**src/rtl/layer_out_serializer.sv**
```systemverilog
// Streams a captured layer result vector out one element at a time,
// requantizing each element by arithmetic shift and saturation.
// Define LAYER_OUT_SER_ROUND_EN to round half-up before the shift.
//
// Ports:
//   clk, rst_n           : clock, async active-low reset
//   in_valid/in_ready    : capture handshake for in_data
//   in_data              : NEURON_NUM signed elements, element 0 at LSBs
//   out_valid/out_ready  : element handshake
//   out_data             : requantized element
//   out_index/out_last   : element index, high on the final element
//   sat_cnt              : saturated elements seen in the current vector
module layer_out_serializer #(
    parameter int LAYER_DATA_WIDTH = 8,
    parameter int NEURON_NUM       = 4,
    parameter int SHIFT            = 4,
    parameter int IDX_W            = (NEURON_NUM > 1) ? $clog2(NEURON_NUM) : 1
) (
    input  logic                                          clk,
    input  logic                                          rst_n,
    input  logic                                          in_valid,
    output logic                                          in_ready,
    input  logic signed [NEURON_NUM*(LAYER_DATA_WIDTH+8)-1:0] in_data,
    output logic                                          out_valid,
    input  logic                                          out_ready,
    output logic signed [LAYER_DATA_WIDTH-1:0]            out_data,
    output logic [IDX_W-1:0]                              out_index,
    output logic                                          out_last,
    output logic [15:0]                                   sat_cnt
);

    localparam int EW = LAYER_DATA_WIDTH + 8;
    localparam int XW = LAYER_DATA_WIDTH + 9;

    localparam logic signed [XW-1:0] MAXV =
        XW'((1 << (LAYER_DATA_WIDTH - 1)) - 1);
    localparam logic signed [XW-1:0] MINV = ~MAXV;
    localparam logic signed [XW-1:0] BIAS =
        (SHIFT > 0) ? (XW'(1) << ((SHIFT > 0) ? SHIFT - 1 : 0)) : '0;

    typedef enum logic {
        IDLE,
        SEND
    } state_t;

    state_t state, state_nx;

    logic signed [EW-1:0] buf_q [NEURON_NUM];
    logic [IDX_W-1:0]     idx_q;
    logic [15:0]          sat_q;

    logic signed [XW-1:0] x_ext;
    logic signed [XW-1:0] x_b;
    logic signed [XW-1:0] y;
    logic                 sat_hi;
    logic                 sat_lo;
    logic                 is_sat;
    logic                 is_last;
    logic                 cap;
    logic                 fire;
    logic [LAYER_DATA_WIDTH-1:0] q_data;

    // One extra bit of headroom so the rounding bias cannot overflow.
    always_comb begin
        x_ext = {buf_q[idx_q][EW-1], buf_q[idx_q]};
`ifdef LAYER_OUT_SER_ROUND_EN
        x_b = x_ext + BIAS;
`else
        x_b = x_ext;
`endif
        y      = x_b >>> SHIFT;
        sat_hi = (y > MAXV);
        sat_lo = (y < MINV);
        is_sat = sat_hi || sat_lo;
        if (sat_hi) begin
            q_data = MAXV[LAYER_DATA_WIDTH-1:0];
        end else if (sat_lo) begin
            q_data = MINV[LAYER_DATA_WIDTH-1:0];
        end else begin
            q_data = y[LAYER_DATA_WIDTH-1:0];
        end
    end

    assign is_last   = (idx_q == IDX_W'(NEURON_NUM - 1));
    assign out_index = idx_q;
    assign out_last  = (state == SEND) && is_last;
    assign out_data  = (state == SEND) ? q_data : '0;
    assign sat_cnt   = sat_q;
    assign cap       = in_valid && in_ready;
    assign fire      = out_valid && out_ready;

    always_comb begin
        state_nx  = state;
        in_ready  = 1'b0;
        out_valid = 1'b0;
        unique case (state)
            IDLE: begin
                in_ready = 1'b1;
                if (in_valid) state_nx = SEND;
            end
            SEND: begin
                out_valid = 1'b1;
                if (out_ready && is_last) state_nx = IDLE;
            end
            default: state_nx = IDLE;
        endcase
    end

    always_ff @(posedge clk or negedge rst_n) begin
        if (!rst_n) begin
            state <= IDLE;
            idx_q <= '0;
            sat_q <= '0;
            for (int i = 0; i < NEURON_NUM; i++) buf_q[i] <= '0;
        end else begin
            state <= state_nx;
            if (cap) begin
                for (int i = 0; i < NEURON_NUM; i++) begin
                    buf_q[i] <= in_data[i*EW +: EW];
                end
                idx_q <= '0;
                sat_q <= '0;
            end else if (fire) begin
                if (is_sat && sat_q != 16'hFFFF) sat_q <= sat_q + 16'd1;
                idx_q <= is_last ? '0 : idx_q + IDX_W'(1);
            end
        end
    end

endmodule

```
**config.mk**
```make
export PLATFORM = sky130hd
export DESIGN_NAME = layer_out_serializer
export DESIGN_NICKNAME = d
export VERILOG_FILES = /design/src/rtl/layer_out_serializer.sv
export SDC_FILE = /design/constraint.sdc
export NUM_CORES = 1
export LEC_CHECK = 0
export CAP_MARGIN = 40
export CORE_ASPECT_RATIO = 1.25
export CORE_UTILIZATION = 40
export DETAILED_ROUTE_END_ITERATION = 6
export PLACE_DENSITY = 0.72
export SYNTH_ARGS = -nofsm -noshare
export SYNTH_HDL_FRONTEND = slang
export SYNTH_SLANG_ARGS = --single-unit
```
**constraint.sdc**
```tcl
create_clock -name clk -period 2.3 [get_ports clk]
set_input_delay 0.46 -clock clk [delete_from_list [all_inputs] [get_ports clk]]
set_output_delay 0.46 -clock clk [all_outputs]
set_load 0.05 [all_outputs]
```
==> run summary <==
For the share of the core filled with cells, the log shows 0.635. Summed over all layers, the routed wires come to 8770 um. Along the worst path, the maximum fanout reaches 4.

The ratio of final minimum period to clock period was 1.18; the starting density of the core was 0.418. A synthesized cell averages 9.14 um2. CTS saw 67 sinks. After detailed routing, the number of vias per cell comes to 5.28. The core box area is 0.00788 mm2, and the proportion of layout cells with a drive suffix above 1 is 0.273. For this run, the leading register cell type out of synthesis is sky130_fd_sc_hd__dfrtp_1.

The internal power consumption was 0.00431 W. Sorting the synthesized cells by area gives the leading types as sky130_fd_sc_hd__dfrtp_1, sky130_fd_sc_hd__nand2_1, sky130_fd_sc_hd__mux4_2, sky130_fd_sc_hd__mux2i_1, sky130_fd_sc_hd__clkbuf_1. The run gives 0.223 as the total track usage. The logs give 430 for the number of nets produced by synthesis and 635 for the number of fill cells. The share of async-settable or async-resettable flops after synthesis is 1.00, and the post-detailed-placement half-perimeter wirelength is 5920 um. In the final routed layout, each cell accounts on average for 15.4 um. The clock skew after layout came out at 8.29 ps. The startpoint type of the worst setup path was a flip-flop. Yosys instantiated no cell more often than sky130_fd_sc_hd__nand2_1. The total power per unit cell area came out at 1550 mW/mm2. The first global-routing pass estimated 15000 um of wire. The transition time at the pin with the least slew margin was 668 ps; the largest vdd supply drop was 0.00202 V.

The tightest min-delay check is of the input port to async pin type. The die is 103 um tall. TritonCTS built the clock tree. The critical setup path kind was flip-flop to output pin.

The number of cells on the worst reg-to-reg path is 9. Setup repair after global routing could not meet its margin everywhere. The number of search-and-repair iterations in the first detailed-routing pass was 4; the DRC violations left was 0.

Clock-pin slew was measured on the worst setup and hold paths at 80 ps. The die outline width is 83.1 um, and the leakage dissipation is 2.26 nW. The least setup slack across all paths after layout is -413 ps, and the placer's final routability congestion estimate is 0.782. OpenSTA, run right after detailed placement, puts the worst setup slack at -127 ps. Synthesis instantiated 36 different standard cells from the library. The worst setup path is captured at an output pin. The share of Yosys cell area claimed by the top area cell type was 0.509. The run finished, with violations left. The total of buffers placed on input and output ports works out to 80. The logs give 2 for the worst-case clock buffer depth and 350 ps for the clock latency at the later pin of the worst-skew pair. The endpoint identified for the worst register-to-register timing path is sat_cnt[8]. The detailed router placed 3001 vias in this run. In this run the register-to-register setup slack is -290 ps. Synthesis produced a netlist whose cell count is 360.

The setup total negative slack was -5640 ps; the post-synth design cell area was 0.00329 mm2. Reg-to-reg critical path startpoint: out_index[0]. The run gives 0.509 as the share of synthesized area occupied by flip-flops and latches. For this run the aggregate overflow at the end of global routing stands at 0. Data on the critical path is required at its endpoint by 1840 ps. The initial antenna violation count is 0.

The number of failing hold endpoints at the final stage is 0, and the final critical-path required period is 2710 ps. In the synthesized netlist, the cells that appear most often are sky130_fd_sc_hd__nand2_1, sky130_fd_sc_hd__dfrtp_1, sky130_fd_sc_hd__clkbuf_1, sky130_fd_sc_hd__mux4_2, sky130_fd_sc_hd__nor2_1. The checks that failed: setup timing. The number of enable-type register cells in the synthesized netlist is 0. The root buffer cell chosen for the clock tree is sky130_fd_sc_hd__clkbuf_8. The clock network fraction of total power is 0.115, and the worst max-slew margin expressed relative to the limit is 0.553. Summed over all nets, the switching power comes to 0.00347 W.

The count of nets after finishing is 538, and the max-cap check violation count is 0. Power comes to 0.00778 W. The switching part of the total is 0.445.

The detail route stage leaves a number of antenna-violating nets equal to 0. For the number of top-level pins, the log shows 97. The tools report the setup-violating endpoint count in the final report as 22. The H-tree generated during clock tree synthesis spans 3 levels. Relative to the synthesized area, the layout overhead comes to 52.1%.

Entering global routing, the biggest net connects 49 pins. The logs give 0.637 for the combinational fraction of design power and 0 for the count of inserted antenna diode cells. Share of power burned in registers: 0.248.

The Yosys step of the flow raised 0 warnings. The max-slew violation count is 0, and the number of global-route vias before repair is 3108. Cell taking the most area after synthesis: sky130_fd_sc_hd__dfrtp_1. For the worst setup path, the data arrival time is 2250 ps. The floorplan step defined a die boundary enclosing 0.00860 mm2. The highest attainable clock frequency was 369 MHz; the CTS buffer count was 9. For this block, the initial DRC count from the detailed router was 134. The synthesized design contains 67 register bits.

Hold timing on the final database bottoms out at a slack of 97.6 ps. For the total number of placement rows, the log shows 36.
[registers in the layout (all words and copies together) (netlist names)]
signal and flops:
sat_cnt 16, buf_q 48, state 1, out_index 2
[power by group through the flow]
| stage | clock, W | combinational [W] | sequential, W |
|---|---|---|---|
| global route | 0.000984 | 0.00524 | 0.00198 |
| finish | 0.000898 | 0.00495 | 0.00193 |
| detailed placement | 0 | 0.00377 | 0.00195 |
| CTS | 0.000917 | 0.00475 | 0.00192 |
| global placement | 0 | 0.00372 | 0.00192 |
| floorplan | 0 | 0.00246 | 0.00204 |
[cells in the final DEF, fill, tap and decap left out, drive strengths merged, types with 4 or more instances in the layout]
| cell type | instances |
|---|---|
| nor2 | 12 |
| o21ai | 6 |
| clkdlybuf4s50 | 67 |
| nor4 | 8 |
| or2 | 5 |
| dfrtp | 67 |
| clkbuf | 13 |
| a21oi | 9 |
| and2 | 4 |
| inv | 9 |
| buf | 49 |
| nand2 | 162 |
| or4 | 6 |
| nand4 | 7 |
| mux4 | 12 |
| o31ai | 7 |
| mux2i | 7 |
[per-stage QoR]
stage | area [um2] | instances
global placement | 4430 | 541
detailed placement | 4430 | 541
global route | 5010 | 568
floorplan | 3390 | 360
finish | 5010 | 568
CTS | 4910 | 566
[per-layer routing]
metal / global-route usage / wire length, um
met1: 0.268 / 3650
met5: 0 / 0
met3: 0.0508 / 395
met2: 0.398 / 4560
met4: 0.0822 / 165
[cells by family (layout without fill, tap and decap cells)]
| family | after synthesis | after routing | synth area share |
|---|---|---|---|
| flip-flops | 67 | 67 | 0.509 |
| multiplexers | 19 | 19 | 0.103 |
| AO/OA/AOI/OAI | 31 | 31 | 0.0616 |
| AND/OR/NAND/NOR | 212 | 212 | 0.275 |
| buffers and inverters | 29 | 142 | 0.0433 |
| adder cells (fa/ha/maj) | 2 | 2 | 0.00760 |
[layout make-up]
cell class	instances	area, um2	area share
flip-flops and latches	67	1680	0.336
multi-input cells	264	1760	0.352
well taps	95	119	0.0237
repair buffers	117	1230	0.245
inverters	9	33.8	0.00675
clock inverters	4	25.0	0.00500
clock buffers	12	155	0.0310
[worst max-delay path, stage by stage (launching register included)]
cell	delay, ps
sky130_fd_sc_hd__dfrtp_2	410
sky130_fd_sc_hd__buf_6	110
sky130_fd_sc_hd__mux4_2	530
sky130_fd_sc_hd__nor4_4	330
sky130_fd_sc_hd__nor2_2	110
sky130_fd_sc_hd__nand2_2	160
sky130_fd_sc_hd__o21ai_2	90
sky130_fd_sc_hd__buf_6	160
[how the worst max path moves through the flow]
stage | startpoint | end | slack [ps] | cells past startpoint
after floorplan | out_index[1] | out_data[2] | -280 | 5
after global placement | out_index[0] | out_data[4] | -110 | 6
after detailed placement | out_index[0] | out_data[6] | -130 | 6
after CTS | out_index[0] | out_data[3] | -390 | 8
after global routing | out_index[0] | out_data[3] | -500 | 8
final | out_index[0] | out_data[2] | -410 | 7
[repair_timing]
item	in CTS	in global routing
setup buffers	8	1
pin swaps	12	5
resized for setup	41	12
hold buffers	0	0
endpoints found under the setup margin	18	24
gates cloned	2	1
Power figures use the tool's default switching activity.
